[src/rtl/chepai_digit_overlay_pkg.sv]
// Shared definitions for the plate-digit overlay: segment indices, digit glyph ROM,
// debounce FSM encoding, default colours and the video pipeline payload.
package chepai_digit_overlay_pkg;

  // Segment bit positions inside a 7-bit glyph mask
  localparam int SEG_A = 0;
  localparam int SEG_B = 1;
  localparam int SEG_C = 2;
  localparam int SEG_D = 3;
  localparam int SEG_E = 4;
  localparam int SEG_F = 5;
  localparam int SEG_G = 6;

  // Digit code -> segment mask; codes 10..15 render blank
  localparam logic [15:0][6:0] SEG_ROM = {
    7'h00, 7'h00, 7'h00, 7'h00, 7'h00, 7'h00,  // 15..10
    7'h6F,                                     // 9 abcdfg
    7'h7F,                                     // 8 all
    7'h07,                                     // 7 abc
    7'h7D,                                     // 6 acdefg
    7'h6D,                                     // 5 acdfg
    7'h66,                                     // 4 bcfg
    7'h4F,                                     // 3 abcdg
    7'h5B,                                     // 2 abdeg
    7'h06,                                     // 1 bc
    7'h3F                                      // 0 abcdef
  };

  typedef enum logic {
    SEARCH = 1'b0,
    LOCKED = 1'b1
  } state_e;

  localparam logic [23:0] DEF_FG_COLOR  = 24'hFF0000;
  localparam logic [23:0] DEF_BOX_COLOR = 24'h00FF00;

  // Everything that travels down the video pipeline alongside the pixel
  typedef struct packed {
    logic        hs;
    logic        vs;
    logic        de;
    logic [11:0] x;
    logic [11:0] y;
    logic [23:0] data;
  } video_t;

endpackage

[src/rtl/chepai_digit_overlay_seg7_glyph_hit.sv]
// Combinational 7-segment hit test: given the pixel offset inside the glyph box and
// the lit-segment mask, report whether the pixel lies on a lit segment.
module seg7_glyph_hit
  import chepai_digit_overlay_pkg::*;
#(
  parameter logic [11:0] SEG_LEN = 12'd24,
  parameter logic [11:0] SEG_TH  = 12'd4
) (
  input  logic [11:0] rx,
  input  logic [11:0] ry,
  input  logic [6:0]  seg_mask,
  output logic        hit
);

  localparam logic [11:0] GW = SEG_LEN + SEG_TH + SEG_TH;
  localparam logic [11:0] GH = SEG_LEN + SEG_LEN + SEG_TH + SEG_TH + SEG_TH;

  logic col_mid, col_left, col_right;
  logic row_top, row_mid, row_bot, row_upper, row_lower;
  logic [6:0] on_seg;

  // Decompose the glyph box into column/row bands, then combine per segment
  always_comb begin
    col_left  = (rx < SEG_TH);
    col_mid   = (rx >= SEG_TH) && (rx < SEG_TH + SEG_LEN);
    col_right = (rx >= SEG_TH + SEG_LEN) && (rx < GW);

    row_top   = (ry < SEG_TH);
    row_upper = (ry >= SEG_TH) && (ry < SEG_TH + SEG_LEN);
    row_mid   = (ry >= SEG_LEN + SEG_TH) && (ry < SEG_LEN + SEG_TH + SEG_TH);
    row_lower = (ry >= SEG_TH + SEG_TH + SEG_LEN) && (ry < GH - SEG_TH);
    row_bot   = (ry >= GH - SEG_TH) && (ry < GH);

    on_seg        = '0;
    on_seg[SEG_A] = row_top   && col_mid;
    on_seg[SEG_B] = row_upper && col_right;
    on_seg[SEG_C] = row_lower && col_right;
    on_seg[SEG_D] = row_bot   && col_mid;
    on_seg[SEG_E] = row_lower && col_left;
    on_seg[SEG_F] = row_upper && col_left;
    on_seg[SEG_G] = row_mid   && col_mid;

    hit = |(on_seg & seg_mask);
  end

endmodule

[src/rtl/chepai_digit_overlay.sv]
// Plate-digit overlay: debounces the recognizer's digit code at frame ends and draws it
// as a 7-segment glyph plus the character-window outline on a 2-cycle video pipeline.
module chepai_digit_overlay
  import chepai_digit_overlay_pkg::*;
#(
  parameter logic [11:0] OV_X          = 12'd600,
  parameter logic [11:0] OV_Y          = 12'd40,
  parameter logic [11:0] SEG_LEN       = 12'd24,
  parameter logic [11:0] SEG_TH        = 12'd4,
  parameter logic [3:0]  STABLE_FRAMES = 4'd3,
  parameter logic [23:0] FG_COLOR      = DEF_FG_COLOR,
  parameter logic [23:0] BOX_COLOR     = DEF_BOX_COLOR
) (
  input  logic        clk,
  input  logic        rst_n,
  input  logic        i_hs,
  input  logic        i_vs,
  input  logic        i_de,
  input  logic [11:0] i_x,
  input  logic [11:0] i_y,
  input  logic [23:0] i_data,
  input  logic [3:0]  digit_in,
  input  logic [11:0] char_up,
  input  logic [11:0] char_down,
  input  logic [11:0] char_left,
  input  logic [11:0] char_right,
  output logic [23:0] o_data,
  output logic [11:0] o_x,
  output logic [11:0] o_y,
  output logic        o_hs,
  output logic        o_vs,
  output logic        o_de,
  output logic [3:0]  shown_digit,
  output logic        shown_valid
);

  // Updated stable count at which the candidate is considered locked
  localparam logic [3:0] LOCK_CNT = STABLE_FRAMES - 4'd1;

  logic       vs_d1_q, vs_d1_d;
  logic       fe;
  logic       lock_hit;
  state_e     state_q, state_d;
  logic [3:0] cand_q, cand_d;
  logic [3:0] stable_cnt_q, stable_cnt_d;
  logic [3:0] shown_digit_q, shown_digit_d;
  logic       shown_valid_q, shown_valid_d;

  logic [11:0] rx, ry;
  logic        in_org;
  logic [6:0]  seg_mask;
  logic        seg_hit;
  logic        box_ok, in_win, on_edge;

  video_t vid_p1_q, vid_p1_d;
  video_t vid_p2_q, vid_p2_d;
  logic   glyph_p1_q, glyph_p1_d;
  logic   box_p1_q, box_p1_d;

  // Frame-end detection and debounce of the digit code, sampled only at frame end
  always_comb begin
    vs_d1_d      = i_vs;
    fe           = vs_d1_q & ~i_vs;
    cand_d       = cand_q;
    stable_cnt_d = stable_cnt_q;
    if (fe) begin
      if (digit_in == cand_q) begin
        if (stable_cnt_q != 4'd15) begin
          stable_cnt_d = stable_cnt_q + 4'd1;
        end
      end else begin
        cand_d       = digit_in;
        stable_cnt_d = 4'd0;
      end
    end
    lock_hit = fe && (stable_cnt_d >= LOCK_CNT);
  end

  // Lock FSM: first lock enables rendering, later locks swap the digit at frame end only
  always_comb begin
    state_d       = state_q;
    shown_digit_d = shown_digit_q;
    shown_valid_d = shown_valid_q;
    case (state_q)
      SEARCH: begin
        if (lock_hit) begin
          shown_digit_d = cand_d;
          shown_valid_d = 1'b1;
          state_d       = LOCKED;
        end
      end
      LOCKED: begin
        if (lock_hit) begin
          shown_digit_d = cand_d;
        end
      end
      default: state_d = SEARCH;
    endcase
  end

  // Debounce and lock state registers
  always_ff @(posedge clk or negedge rst_n) begin
    if (!rst_n) begin
      vs_d1_q       <= 1'b0;
      state_q       <= SEARCH;
      cand_q        <= 4'd0;
      stable_cnt_q  <= 4'd0;
      shown_digit_q <= 4'd0;
      shown_valid_q <= 1'b0;
    end else begin
      vs_d1_q       <= vs_d1_d;
      state_q       <= state_d;
      cand_q        <= cand_d;
      stable_cnt_q  <= stable_cnt_d;
      shown_digit_q <= shown_digit_d;
      shown_valid_q <= shown_valid_d;
    end
  end

  // Stage 1: region hits for the glyph and window outline, capture of the pixel
  always_comb begin
    rx       = i_x - OV_X;
    ry       = i_y - OV_Y;
    in_org   = (i_x >= OV_X) && (i_y >= OV_Y);
    seg_mask = SEG_ROM[shown_digit_q];

    box_ok  = (char_left <= char_right) && (char_up <= char_down);
    in_win  = (i_x >= char_left) && (i_x <= char_right) &&
              (i_y >= char_up)   && (i_y <= char_down);
    on_edge = (i_x == char_left) || (i_x == char_right) ||
              (i_y == char_up)   || (i_y == char_down);

    glyph_p1_d = seg_hit && in_org && shown_valid_q && i_de;
    box_p1_d   = box_ok && in_win && on_edge && i_de;

    vid_p1_d.hs   = i_hs;
    vid_p1_d.vs   = i_vs;
    vid_p1_d.de   = i_de;
    vid_p1_d.x    = i_x;
    vid_p1_d.y    = i_y;
    vid_p1_d.data = i_data;
  end

  seg7_glyph_hit #(
    .SEG_LEN (SEG_LEN),
    .SEG_TH  (SEG_TH)
  ) u_glyph_hit (
    .rx       (rx),
    .ry       (ry),
    .seg_mask (seg_mask),
    .hit      (seg_hit)
  );

  // Stage 2: colour mux, glyph over outline over the incoming pixel
  always_comb begin
    vid_p2_d = vid_p1_q;
    if (glyph_p1_q) begin
      vid_p2_d.data = FG_COLOR;
    end else if (box_p1_q) begin
      vid_p2_d.data = BOX_COLOR;
    end
  end

  // Video pipeline registers; cleared on reset so outputs read zero immediately
  always_ff @(posedge clk or negedge rst_n) begin
    if (!rst_n) begin
      vid_p1_q   <= '0;
      glyph_p1_q <= 1'b0;
      box_p1_q   <= 1'b0;
      vid_p2_q   <= '0;
    end else begin
      vid_p1_q   <= vid_p1_d;
      glyph_p1_q <= glyph_p1_d;
      box_p1_q   <= box_p1_d;
      vid_p2_q   <= vid_p2_d;
    end
  end

  assign o_data      = vid_p2_q.data;
  assign o_x         = vid_p2_q.x;
  assign o_y         = vid_p2_q.y;
  assign o_hs        = vid_p2_q.hs;
  assign o_vs        = vid_p2_q.vs;
  assign o_de        = vid_p2_q.de;
  assign shown_digit = shown_digit_q;
  assign shown_valid = shown_valid_q;

endmodule
[config.mk]
export PLATFORM = sky130hd
export DESIGN_NAME = chepai_digit_overlay
export DESIGN_NICKNAME = d
export VERILOG_FILES = /design/src/rtl/chepai_digit_overlay_pkg.sv /design/src/rtl/chepai_digit_overlay_seg7_glyph_hit.sv /design/src/rtl/chepai_digit_overlay.sv
export SDC_FILE = /design/constraint.sdc
export NUM_CORES = 1
export LEC_CHECK = 0
export BUFFER_PORTS_ARGS = -buffer_cell sky130_fd_sc_hd__buf_4
export CAP_MARGIN = 20
export CORE_MARGIN = 2
export CORE_UTILIZATION = 41
export DETAILED_ROUTE_END_ITERATION = 10
export HOLD_SLACK_MARGIN = 0.12
export PLACE_DENSITY = 0.75
export REMOVE_ABC_BUFFERS = 1
export SKIP_LAST_GASP = 1
export SYNTH_ARGS = -nofsm -noshare
export SYNTH_HDL_FRONTEND = slang
export SYNTH_SLANG_ARGS = --single-unit
[constraint.sdc]
create_clock -name clk -period 2.3 [get_ports clk]
set_clock_uncertainty 0.05 [all_clocks]
set_input_delay 0.345 -clock clk [delete_from_list [all_inputs] [get_ports clk]]
set_output_delay 0.345 -clock clk [all_outputs]
set_load 0.02 [all_outputs]
After elaboration in Yosys (flattened, before gate mapping)
Memories as Yosys holds them, arrays and structs flattened.
Index checks and enable logic that the tools add are counted.
{"block": "word_totals", "reg_bits": 118, "latch_bits": 0, "ramBits": 0, "rom_bits": 112, "input_bits": 105, "elab_cells": 98, "n_memories": 1}
{"block": "classes", "n_addsub": 3, "mul": 0, "n_div": 0, "magnitude_cmp": 24, "n_eq_ne": 6, "shifts": 0, "muxes": 11, "n_bitwise": 4, "n_reduce_logical": 30}
{"name": "(no name shown)", "depth": 16, "width": 7, "read_ports": 1, "rd_clocked_by_memory_dff": 0, "wr": 0, "line": "chepai_digit_overlay.sv:125", "rtl": "seg_mask = SEG_ROM[shown_digit_q];"}
{"op": "$eq A12 B12 Y1", "count": 4}
{"op": "$le A12 B12 Y1", "count": 4}
{"op": "$lt A12 B6 Y1 const B", "count": 4}
{"op": "$mux W24", "count": 2}
{"op": "$ge A12 B6 Y1 const B", "count": 3}
{"op": "$logic_and A1 B1 Y1", "count": 25}
{"op": "$ge A12 B12 Y1", "count": 2}
{"op": "$ge A12 B3 Y1 const B", "count": 2}
{"op": "$ge A12 B5 Y1 const B", "count": 2}
{"op": "$lt A12 B3 Y1 const B", "count": 2}
{"op": "$lt A12 B5 Y1 const B", "count": 2}
{"op": "$mux W4", "count": 6}
{"op": "$ge A12 B10 Y1 const B", "count": 1}
{"op": "$sub A12 B10 Y12 const B", "count": 1}
{"op": "$sub A12 B6 Y12 const B", "count": 1}
{"op": "$and A7 B7 Y7", "count": 1}
{"op": "$mux W7", "count": 1}
{"op": "$reduce_or A7 Y1", "count": 1}
{"op": "$lt A4 B5 Y1 const B", "count": 1}
{"op": "$add A4 B1 Y4 const B", "count": 1}
{"op": "$eq A4 B4 Y1", "count": 1}
{"op": "$ge A4 B2 Y1 const B", "count": 1}
{"op": "$ne A4 B4 Y1 const B", "count": 1}
{"op": "$logic_or A1 B1 Y1", "count": 3}
{"op": "4 further kinds", "count": 6}

Longest topological paths before layout
Gate-level depths: netlist (run 1).
{"block": "depth", "ltp_word": 9, "depth_mapped": 8, "mapped_depth_nobuf": 8}

Cells and area by module
Synthesis (run 1) repeated with hierarchy kept, for this count alone.
{"block": "hier_totals", "cells_unflattened": 512, "hier_area_um2": 5755.5}
{"mod": "chepai_digit_overlay", "instances": 1, "cells_per_inst": 489, "area_each_um2": 5604.1, "seq_area_each_um2": 2952.8}
{"mod": "seg7_glyph_hit", "instances": 1, "cells_per_inst": 23, "area_each_um2": 151.4, "seq_area_each_um2": 0.0}

Least setup slack after synthesis (run 1)
Ideal clock, no wire load.
{"block": "synth_path", "path_type": "register to register", "startpoint": "reg shown_digit_q[1] (netlist: shown_digit[1])", "endpoint": "reg glyph_p1_q", "setup_ps": 94, "t_arrival_ps": 1696, "path_slack_ps": 460, "path_stages_with_launch": 9, "n_path_buf": 0, "cell_sequence": "dfrtp_1 -> inv_1 -> ha_1 -> nor2b_1 -> and4bb_2 -> a21oi_1 -> o2111ai_1 -> nand4_1 -> a221oi_2"}
{"block": "synth_via", "elab_chain_cells": 7}
{"element": "from (decl)", "line": "chepai_digit_overlay.sv:46", "rtl": "logic [3:0] shown_digit_q, shown_digit_d;"}
{"element": "from (signal assigned)", "line": "chepai_digit_overlay.sv:115", "rtl": "shown_digit_q <= shown_digit_d;"}
{"element": "$mem_v2 Z16 W7"}
{"element": "$mux W7 (implied by the code)", "line": "chepai_digit_overlay.sv:125"}
{"element": "$and A7 B7 Y7", "line": "chepai_digit_overlay_seg7_glyph_hit.sv:43", "rtl": "hit = |(on_seg & seg_mask);"}
{"element": "$reduce_or A7 Y1", "line": "chepai_digit_overlay_seg7_glyph_hit.sv:43"}
{"element": "$logic_and A1 B1 Y1 (3 in a row)", "line": "chepai_digit_overlay.sv:133", "rtl": "glyph_p1_d = seg_hit && in_org && shown_valid_q && i_de;"}
{"element": "named net glyph_p1_d", "line": "chepai_digit_overlay.sv:57", "rtl": "logic glyph_p1_q, glyph_p1_d;"}
{"element": "to (signal assigned)", "line": "chepai_digit_overlay.sv:173", "rtl": "glyph_p1_q <= glyph_p1_d;"}
{"element": "to (decl)", "line": "chepai_digit_overlay.sv:57"}
The timed path passes the listed nets, and every way through them passes these cells. The select of a mux whose other input is x is not followed.
A chain may end at the register's enable or synchronous reset.

Worst setup path in the final report (run 1)
{"block": "layout_path", "startpoint": "in i_y[3]", "endpoint": "reg glyph_p1_q"}
{"block": "layout_via", "elab_chain_cells": 9}
{"element": "from (decl)", "line": "chepai_digit_overlay.sv:20", "rtl": "input logic [11:0] i_y,"}
{"element": "$sub A12 B6 Y12", "line": "chepai_digit_overlay.sv:123", "rtl": "ry = i_y - OV_Y;"}
{"element": "$ge A12 B3 Y1 (tied with other cells)", "line": "chepai_digit_overlay_seg7_glyph_hit.sv:29", "rtl": "row_upper = (ry >= SEG_TH) && (ry < SEG_TH + SEG_LEN);"}
{"element": "$logic_and A1 B1 Y1 (on tied branches)"}
{"element": "$logic_and A1 B1 Y1 (tied with other cells)", "line": "chepai_digit_overlay_seg7_glyph_hit.sv:36", "rtl": "on_seg[SEG_B] = row_upper && col_right;"}
{"element": "$and A7 B7 Y7", "line": "chepai_digit_overlay_seg7_glyph_hit.sv:43"}
{"element": "$reduce_or A7 Y1", "line": "chepai_digit_overlay_seg7_glyph_hit.sv:43"}
{"element": "$logic_and A1 B1 Y1 * (3 in a row)", "line": "chepai_digit_overlay.sv:133"}
{"element": "named net glyph_p1_d", "line": "chepai_digit_overlay.sv:57"}
Mark *: on every way through the listed nets, which the timed path passes. The rest lies on a longest branch.

==> metrics, run 1 <==
combinational share of power between 15 and 20%; Avg WL per Cell roughly 16 um; CP Depth 11; Final Setup Violations 0; Seq/Total Area, Yosys approximately 52%; number of global-route vias before repair between 4k and 5k; 1st-iter DRT viols approximately 180; Total Wirelength between 10 and 15 mm; FFs w/ async S/R, synth between 90% and 100%; peak supply drop 0.513 mV; Starting Density 41.5%; predominant post-synthesis flop cell dfrtp_1; Final Critical Period between 2000 and 2500 ps; Final period util between 90% and 100%; Hold Crit Class in -> reg; Synth Area per Inst 11.3 sq um; Mapped Area 5690 sq um; DRC Markers 0; CP Max Fanout 6; first-pass GRT wire length around 23 mm; Crit. End Element register; cell at the slowest stage of the critical path dlygate4sd3_1; Post-synth EDFFs 0; CTS tree built; slowest stage delay, CP about 540 ps; setup_tns 0 ps; pre-CTS WS 79.8 ps; clk buf depth 2; DIE WIDTH about 120 um; Post-Layout Inst Area ~8300 sq um; vias around 4.7k; Setup crit start kind primary input; Switching Share about a quarter; worst setup path endpoint glyph_p1_q$_DFF_PN0_; PwrDens 659 nW/um^2; largest net degree at the start of global routing 53; Max Transition Viols Final 0; status finished clean; final net count just over 900; synth unique cells between 50 and 60; CP bufs+invs 4; WP data required between 2000 and 3000 ps; Worst R2R End shown_digit[3]$_DFFE_PN0P_; die span in y roughly 120 um; # diodes 0; GRT Overall Usage 20.0%; I/O Buffers between 150 and 200; Setup WS post-layout about 70 ps; Placement Cell Area 7150 sq um; Final Hold Fails 0; Num CTS Buffers 17; Rows 43; Clock Pin Slew Worst Setup and Hold Paths roughly 50 ps; Synth Register Bits between 100 and 150; cell-internal power a little over 0.004 W; initial antenna violation count 0; P_leak around 4.2 nW; P&R area growth vs syn 46.2%; CTS root buffer clkbuf_16; Critical Path Start i_y[3]; Slew headroom around 54%; WS Path Type in -> reg; Largest delay share family, worst path buffers and inverters; clock sink total between 100 and 150; crit path DAT between 2000 and 2500 ps; Reg2Reg Depth 6; Routed Antenna Nets 0; cells after synthesis just over 500; actual slew at the worst max-slew pin a little under 700 ps; FF-to-FF Start stable_cnt_q[0]$_DFF_PN0_; Worst R2R Setup Slack between 300 and 400 ps; P_sw approximately 0.0015 W; layout cells sized above 1 29.2%; die area roughly 15000 sq um; Flop pwr share between 40 and 50%; Clock Latency Late Sink 410 ps; drt pass-1 iters 4; H-tree Lvls 4; total congestion overflow 0; MaxCap Viol Count 0; IO Count 161; FMAX between 400 and 500 MHz; Clock Power Share between 40% and 50%; Hold Crit Start i_y[10]; Placer Congestion about 0.9; CP Cell Sequence dlygate4sd3_1 -> buf_6 -> inv_1 -> ha_4 -> xor2_2 -> nor3_2 -> o211ai_1 -> buf_4 -> a211o_1 -> nand4_1 -> a221oi_2; hpwl dp around 11 mm; total core area 13700 sq um; Syn. warnings 0; Via-to-Cell Ratio roughly 5
==> area by class of cell <==
class	count	area (sq um)
Inverter	61	229
Fill cell	1079	5400
Sequential cell	118	2950
Multi-Input combinational cell	319	2550
Tap cell	180	225
Clock inverter	14	105
Clock buffer	17	425
Timing Repair Buffer	222	1840
==> registers in the layout (all words and copies together) (netlist names) <==
register and cells:
glyph_p1_q 1, shown_valid 1, o_vs 1, o_x 12, box_p1_q 1, shown_digit 4
o_hs 1, state_q 1, cand_q 4, vid_p1_q 51, o_y 12, o_data 24
stable_cnt_q 4, o_de 1
==> metal layers <==
| layer | up-vias | GRT usage (%) | share of wire (%) |
|---|---|---|---|
| met5 | - | 0 | 0 |
| met4 | 0 | 8.91 | 2.9 |
| met3 | 36 | 4.12 | 5.6 |
| met2 | 159 | 35.0 | 50 |
| met1 | 2252 | 23.7 | 42 |
| li1 | 2238 | - | - |
==> cells in the final DEF, fill, tap and decap left out, types with 6 or more instances in the layout <==
cell	count
o21ai_0	14
ha_1	80
dfrtp_1	118
nor2b_1	6
dlygate4sd3_1	56
a21o_1	18
nor3_1	6
clkbuf_16	17
a21oi_1	24
nor2_1	27
nand4_1	17
inv_1	61
buf_4	162
and2_1	8
a211oi_1	6
nand3_1	10
o211ai_1	6
nand2_1	28
==> metrics by stage <==
stage | hold slack (ps) | util (%) | instances | power [W]
CTS | 256 | 60.0 | 928 | 0.00553
finish | 274 | 60.7 | 931 | 0.00549
detailed placement | 285 | 52.1 | 841 | 0.00310
global route | 262 | 60.7 | 931 | 0.00575
floorplan | -0.591 | - | 498 | 0.00267
global placement | 283 | 52.1 | 841 | 0.00307
==> kinds of logic after synthesis <==
| logic type | after synthesis | share of synthesized area [%] |
|---|---|---|
| flops | 118 | 51.9 |
| buf+inv | 66 | 4.37 |
| fa+ha+maj | 81 | 17.8 |
| mux | 6 | 1.14 |
| compound gates | 98 | 11.9 |
| xor+xnor | 7 | 1.21 |
| simple gates | 127 | 11.7 |
==> worst register-to-register path: stages (launching register included) <==
cell	delay, ps
dfrtp_1	400
ha_1	250
nand2b_1	160
mux2i_1	170
o21ai_0	140
o21ai_2	300
mux2_2	380
==> timing repair <==
item,CTS,global route
resized for setup,0,12
setup buffers,0,3
setup endpoints to repair,0,2
endpoints found under the hold margin,104,0
hold buffers,56,0
==> how the worst min path moves through the flow <==
stage / end / slack, ps / cells after the start
floorplan: box_p1_q$_DFF_PN0_ / -0.6 / 0
global placement: o_x[11]$_DFF_PN0_ / 280 / 0
detailed placement: o_x[4]$_DFF_PN0_ / 280 / 0
CTS: glyph_p1_q$_DFF_PN0_ / 260 / 4
global route: glyph_p1_q$_DFF_PN0_ / 260 / 4
finish: glyph_p1_q$_DFF_PN0_ / 270 / 4
==> synth_stat cells, types with 5 or more instances <==
library cell	number	area, sq um
nand4_1	17	106
ha_1	81	1010
a21oi_1	24	120
nand2_1	28	105
a21o_1	18	135
dfrtp_1	118	2950
xnor2_1	5	43.8
inv_1	61	229
nor2_1	28	105
a211oi_1	6	45.0
o211ai_1	6	45.0
nor3_1	8	40.0
nand3_1	10	50.1
and2_1	8	50.1
nand2b_1	5	31.3
o21ai_0	14	70.1
nor2b_1	6	37.5
==> power by group through the flow <==
stage / clock, W / combinational (W) / sequential, W
detailed placement: 0 / 0.000827 / 0.00228
global placement: 0 / 0.000802 / 0.00227
CTS: 0.00238 / 0.000910 / 0.00224
finish: 0.00232 / 0.000924 / 0.00224
global route: 0.00247 / 0.00103 / 0.00225
floorplan: 0 / 0.000341 / 0.00233
Power figures use the tool's default switching activity.
==> inputs of run 2 (changes only) <==
--- a/config.mk
+++ b/config.mk
@@ -7,2 +7,3 @@
 export LEC_CHECK = 0
+export ABC_AREA = 1
 export BUFFER_PORTS_ARGS = -buffer_cell sky130_fd_sc_hd__buf_4
@@ -16,2 +17,3 @@
 export SKIP_LAST_GASP = 1
+export SLEW_MARGIN = 10
 export SYNTH_ARGS = -nofsm -noshare
==> constraint.sdc (replaced) <==
create_clock -name clk -period 2.3 [get_ports clk]
set_clock_uncertainty 0.05 [all_clocks]
set_input_delay 0.46 -clock clk [delete_from_list [all_inputs] [get_ports clk]]
set_output_delay 0.46 -clock clk [all_outputs]
set_load 0.02 [all_outputs]
==> run 2 against run 1 <==
  * Hold slack got worse by 130 ps
  * Die area grew 4.3%
  * Non-clock buffer count shrank 28
  * Fmax rose by 15%
  * Sequential power is 4% higher
  * Register-to-register slack gained 230 ps
  * Wire length decreased by 5.8%
  * Largest cell class unchanged
==> metrics, run 2 <==
WP data required 2590 ps (was 2520 ps); Starting Density 41.4% (was 41.5%); status finished clean (unchanged); Hold Crit Class in -> reg (unchanged); Final Setup Violations 0 (unchanged); Routed Antenna Nets 0 (unchanged); actual slew at the worst max-slew pin 583 ps (was 689 ps); top cells by area, synth dfrtp_1 (50%), ha_1 (17%), nand2_1 (7.3%), inv_1 (6.5%), nor2_1 (4.4%) (was dfrtp_1 (52%), ha_1 (18%), inv_1 (4.0%), a21o_1 (2.4%), a21oi_1 (2.1%)); Final Hold Fails 0 (unchanged); Post-synth EDFFs 0 (unchanged); metal2 WL 6.60 mm (was 7.27 mm); post-synthesis compound-gate area fraction 6.92% (was 11.9%); MaxCap Viol Count 0 (unchanged); final net count 1037 (was 925); Setup crit start kind primary input (unchanged); RSZ-0062 raised after global routing false; Post-Layout Inst Area 8320 sq um (about the same); clock sink total 118 (unchanged); P_leak 4.46 nW (was 4.18 nW); clk buf depth 2 (unchanged); Final period util 84.0% (was 97.0%); crit path DAT 2220 ps (was 2450 ps); Post-Synth XOR/XNOR Area 1.03% (was 1.21%); fillers 1234 (was 1079); worst hold slack 144 ps (was 274 ps); initial antenna violation count 0 (unchanged); WS Path Type in -> reg (unchanged); IO Count 161 (unchanged); Placement Cell Area 7400 sq um (was 7150 sq um); CTS tree built (unchanged); first-pass GRT wire length 23.0 mm (about the same); Hold Buf Count CTS 31 (was 56); Mapped Area 5940 sq um (was 5690 sq um); drt pass-1 iters 4 (unchanged); Clock Latency Late Sink 420 ps (was 410 ps); Num CTS Buffers 17 (unchanged); FFs w/ async S/R, synth 100% (unchanged); hpwl dp 10.5 mm (was 10.8 mm); Placer Congestion 0.883 (was 0.900); PwrDens 742 nW/um^2 (was 659 nW/um^2); Rows 44 (was 43); Syn. warnings 0 (unchanged); WL met3 534 um (was 813 um); slowest stage delay, CP 540 ps (about the same); most frequent cell after synthesis dfrtp_1 (unchanged); setup_tns 0 ps (unchanged); Crit. End Element register (unchanged); Post-CTS Repair Setup Buffers 0 (unchanged); post-CTS resize count 0 (unchanged); most common library cell in the layout ignoring fill and taps buf_4 (unchanged); # diodes 0 (unchanged); FMAX 518 MHz (was 448 MHz); post-synth top area share 49.7% (was 51.9%); largest net degree at the start of global routing 42 (was 53); post-synth top area cell dfrtp_1 (unchanged); Synth Register Bits 118 (unchanged); die span in y 124 um (was 122 um); total congestion overflow 0 (unchanged); cell at the slowest stage of the critical path dlygate4sd3_1 (unchanged); Clock Pin Slew Worst Setup and Hold Paths 60 ps (was 50 ps); Max Transition Viols Final 0 (unchanged); Slew headroom 61.1% (was 54.1%); I/O Buffers 160 (unchanged); DRC Markers 0 (unchanged); Via-to-Cell Ratio 4.63 (was 5.03); Synth Area per Inst 9.26 sq um (was 11.3 sq um); GRT Overall Usage 18.6% (was 20.0%); DIE WIDTH 124 um (was 122 um); Avg WL per Cell 13.1 um (was 15.6 um); CP Cell Sequence dlygate4sd3_1 -> buf_4 -> ha_1 -> nand3_1 -> nor4b_1 -> a21oi_1 -> nor2_1 (was dlygate4sd3_1 -> buf_6 -> inv_1 -> ha_4 -> xor2_2 -> nor3_2 -> o211ai_1 -> buf_4 -> a211o_1 -> nand4_1 -> a221oi_2); Most flops, register vid_p1_q (unchanged); Final Critical Period 1930 ps (was 2230 ps); Seq/Total Area, Yosys 49.7% (was 51.9%); CTS root buffer clkbuf_16 (unchanged); 1st-iter DRT viols 199 (was 181); peak supply drop 0.499 mV (was 0.513 mV); predominant post-synthesis flop cell dfrtp_1 (unchanged); number of global-route vias before repair 4896 (was 4778); max FFs per register 51 (unchanged); Post-Synth Adder-Cell Area 17.3% (was 17.8%); P&R area growth vs syn 40.0% (was 46.2%); total core area 14400 sq um (was 13700 sq um); largest family of logic cells by synthesized area simple AND/OR/NAND/NOR gates (was adder cells); commonest non-fill, non-tap cells in the layout buf_4 (161), dfrtp_1 (118), nand2_1 (116), inv_1 (103), ha_1 (82) (was buf_4 (162), dfrtp_1 (118), ha_1 (80), inv_1 (61), dlygate4sd3_1 (56)); die area 15500 sq um (was 14800 sq um); Total Wirelength 13.7 mm (was 14.5 mm); Simple-Gate Fraction of Synth Area 18.3% (was 11.7%); Final Util 57.9% (was 60.7%); layout cells sized above 1 24.0% (was 29.2%); CP Max Fanout 4 (was 6); vias 4850 (was 4685); highest metal used met4 (unchanged); post-synthesis mux area share 0% (was 1.14%); cells after synthesis 642 (was 503); metal1 wirelength 6.35 mm (was 6.04 mm); H-tree Lvls 4 (unchanged); commonest cells in the synthesized netlist dfrtp_1 (118), nand2_1 (116), inv_1 (103) (was dfrtp_1 (118), ha_1 (81), inv_1 (61)); synth unique cells 29 (was 52)
run 2: changes by cell type after synthesis, sizes merged, moves of 6 or more:
cell   previous run  this run
a21oi            24        43
nor2b             6         0
nand3            10        29
nand2            28       122
a21o             18         1
nor2             28        73
inv              61       103
and2              8         0
o21ai            16        22
run 2: kinds of logic after synthesis:
logic type,Yosys count
xor+xnor,7
compound gates,75
buf+inv,108
fa+ha+maj,82
simple gates,252
flops,118
run 2: stage by stage:
step	setup WS (ps)	total power, W	instances
2_1_floorplan	591	0.00297	637
3_3_place_gp	280	0.00347	984
3_5_place_dp	232	0.00349	984
4_1_cts	351	0.00624	1047
5_1_grt	252	0.00652	1047
6_report	368	0.00618	1047
run 2: area by class of cell:
cell class,count,area [sq um],share of cell area [%]
clock buffer,20,457,5.49
clock inverter,12,150,1.80
inverter,103,387,4.65
multi-input combinational,416,2590,31.1
sequential,118,2950,35.5
tap,184,230,2.77
timing repair buffer,194,1560,18.7
run 2: final timing paths:
path	from	endpoint	slack, ps	cells after the start
setup / recovery	i_x[2]	box_p1_q$_DFF_PN0_	370	7
max in group asynchronous	rst_n	vid_p1_q[30]$_DFF_PN0_	1080	3
setup reg to reg	shown_digit[1]$_DFFE_PN0P_	glyph_p1_q$_DFF_PN0_	570	11
hold reg to reg	vid_p1_q[26]$_DFF_PN0_	o_y[2]$_DFF_PN0_	290	0
min in group asynchronous	rst_n	o_hs$_DFF_PN0_	510	2
hold / removal	i_x[8]	vid_p1_q[44]$_DFF_PN0_	140	1
run 2: power breakdown:
group | switching (W) | internal (W)
Sequential | 0.000101 | 0.00222
Clock | 0.000923 | 0.00176
Combinational | 0.000653 | 0.000522
Total | 0.00168 | 0.00450
run 2: worst max-delay path, delay by kind of cell:
kind | cells | cell delay [ps]
fa+ha+maj | 1 | 290
buf+inv | 2 | 690
compound gates | 1 | 80
simple gates | 3 | 700
run 2: per-layer routing:
layer / track usage, % / vias to the layer above
li1: - / 2488
met1: 23.9 / 2219
met2: 31.0 / 125
met3: 3.69 / 18
met4: 7.27 / 0
met5: 0 / -
==> inputs of run 3 (changes only) <==
Clock period 2.3 ns to 2 ns, I/O delays scaled along.
==> run 3 against run 2 <==
  * Flip-flop and latch count stayed put
  * Wire length is 4.6% higher
  * Via count is 2.5% higher
  * Worst setup slack worse by 270 ps
  * Sequential power is 15% higher
  * Largest cell class unchanged
  * Critical path depth is 4 higher
  * First-iteration DRC count is 18% lower
  * Design area is 2.7% higher
  * Clock power is 9.0% higher
  * Sequential share of layout area is 0.91 points lower
  * Count of clock-buffer cells in the layout is 1 lower
==> metrics, run 3 (synthesis results as in run 2) <==
commonest non-fill, non-tap cells in the layout buf_4 (164), dfrtp_1 (117), nand2_1 (116), inv_1 (103), ha_1 (79) (was buf_4 (161), dfrtp_1 (118), nand2_1 (116), inv_1 (103), ha_1 (82)); metal1 wirelength 6.45 mm (was 6.35 mm); PwrDens 818 nW/um^2 (was 742 nW/um^2); WS Path Type in -> reg (unchanged); Rows 44 (unchanged); IO Count 161 (unchanged); Most flops, register vid_p1_q (unchanged); Hold Crit Class in -> reg (unchanged); Post-CTS Repair Setup Buffers 0 (unchanged); CP Max Fanout 5 (was 4); max FFs per register 51 (unchanged); Total Wirelength 14.3 mm (was 13.7 mm); Final period util a little over nine tenths; Max Transition Viols Final 0 (unchanged); layout cells sized above 1 24.8% (was 24.0%); RSZ-0062 raised after global routing false (unchanged); Avg WL per Cell 13.4 um (was 13.1 um); number of global-route vias before repair 5064 (was 4896); final net count 1057 (was 1037); DIE WIDTH 124 um (unchanged); CTS tree built (unchanged); Setup crit start kind primary input (unchanged); WL met3 671 um (was 534 um); MaxCap Viol Count 0 (unchanged); FMAX ~530 MHz; largest net degree at the start of global routing 60 (was 42); total congestion overflow 0 (unchanged); Via-to-Cell Ratio 4.66 (was 4.63); Clock Power Share 41.8% (was 43.4%); highest metal used met4 (unchanged); cell-internal power 0.00505 W (was 0.00450 W); fillers 1189 (was 1234); metal2 WL 6.96 mm (was 6.60 mm); Placement Cell Area 7430 sq um (was 7400 sq um); I/O Buffers 160 (unchanged); peak supply drop 0.602 mV (was 0.499 mV); CTS root buffer clkbuf_16 (unchanged); die area 15500 sq um (unchanged); hpwl dp 10.7 mm (was 10.5 mm); Final Setup Violations 0 (unchanged); Flop pwr share 38.1% (was 37.6%); H-tree Lvls 4 (unchanged); Routed Antenna Nets 0 (unchanged); GRT Overall Usage 19.3% (was 18.6%); Starting Density 41.4% (unchanged); first-pass GRT wire length 24.1 mm (was 23.0 mm); Final Hold Fails 0 (unchanged); combinational share of power 20.1% (was 19.0%); setup_tns 0 ps (unchanged); crit path DAT 2190 ps (was 2220 ps); Post-Layout Inst Area 8540 sq um (was 8320 sq um); Clock Pin Slew Worst Setup and Hold Paths 60 ps (about the same); total core area 14400 sq um (unchanged); P_sw 0.00194 W (was 0.00168 W); clk buf depth 2 (unchanged); clock sink total 118 (unchanged); initial antenna violation count 0 (unchanged); Placer Congestion 0.849 (was 0.883); die span in y 124 um (unchanged); vias 4971 (was 4850); Final Critical Period about 1900 ps; Num CTS Buffers 17 (unchanged); most common library cell in the layout ignoring fill and taps buf_4 (unchanged); Crit. End Element register (unchanged); P_leak 4.54 nW (was 4.46 nW); actual slew at the worst max-slew pin 440 ps (was 583 ps); P&R area growth vs syn 43.7% (was 40.0%); Slew headroom 70.7% (was 61.1%); WP data required 2290 ps (was 2590 ps); Clock Latency Late Sink 410 ps (was 420 ps); DRC Markers 0 (unchanged); 1st-iter DRT viols 164 (was 199); status finished clean (unchanged); Switching Share 27.8% (was 27.2%); drt pass-1 iters 4 (unchanged); # diodes 0 (unchanged)
-- run 3: changes by cell type in the layout (fill, tap and decap cells not counted), sizes merged --
| cell | change |
|---|---|
| dlygate4sd3 | +16 |
| buf | +3 |
| clkinv | +2 |
| clkbuf | -1 |
| bufinv | -1 |
| dlymetal6s4s | +1 |
-- run 3: worst paths after layout --
path	slack [ps]	cells past startpoint	to	startpoint
worst max-delay path	100	11	box_p1_q$_DFF_PN0_	i_y[9]
worst min-delay path	160	1	vid_p1_q[29]$_DFF_PN0_	i_y[5]
worst max register to register	250	11	glyph_p1_q$_DFF_PN0_	shown_digit[1]$_DFFE_PN0P_
worst min register to register	290	0	o_y[10]$_DFF_PN0_	vid_p1_q[34]$_DFF_PN0_
max in group asynchronous	980	3	o_y[9]$_DFF_PN0_	rst_n
min in group asynchronous	350	2	o_hs$_DFF_PN0_	rst_n
-- run 3: metal layers --
layer,track usage (%),vias to the layer above
li1,-,2531
met1,24.8,2275
met2,32.5,144
met3,4.30,21
met4,6.28,0
met5,0,-
-- run 3: per-stage QoR --
step                      std cells  hold slack (ps)  util, %  setup slack [ps]  total power (W)
after floorplan                 637             54.4        -               291          0.00342
after global placement          988              227     51.7              45.4          0.00399
after detailed placement        988              228     51.7              48.2          0.00402
after CTS                      1068              133     59.1              26.8          0.00704
after global routing           1067              143     59.5              7.17          0.00739
final                          1067              159     59.5              95.8          0.00699
-- run 3: cell type report --
| type | instances | area (sq um) | area share (%) |
|---|---|---|---|
| repair buffers | 214 | 1750 | 20.5 |
| clock inverters | 13 | 130 | 1.52 |
| inverters | 103 | 387 | 4.53 |
| flip-flops and latches | 118 | 2950 | 34.6 |
| clock buffers | 19 | 443 | 5.18 |
| well taps | 184 | 230 | 2.69 |
| multi-input cells | 416 | 2650 | 31.0 |
-- run 3: what timing repair did --
action                                  CTS  global route
hold buffers                             48             0
endpoints found under the setup margin    0             2
resized for setup                         0            12
endpoints found under the hold margin   106             0
-- run 3: worst max-delay path, stage by stage --
cell and delay [ps]:
dlygate4sd3_1 550, buf_4 160, ha_1 290, nand2_1 60, nor2_1 130, nand4_1 130
nor2_1 140, nor2_1 60, nor2_1 100, nand3_1 70, nor2_1 100
-- run 3: power by group through the flow --
stage | logic (W) | registers, W | clock network, W
2_1_floorplan | 0.000625 | 0.00279 | 0
4_1_cts | 0.00140 | 0.00266 | 0.00298
3_3_place_gp | 0.00129 | 0.00270 | 0
3_5_place_dp | 0.00132 | 0.00270 | 0
5_1_grt | 0.00160 | 0.00269 | 0.00311
6_report | 0.00140 | 0.00267 | 0.00292
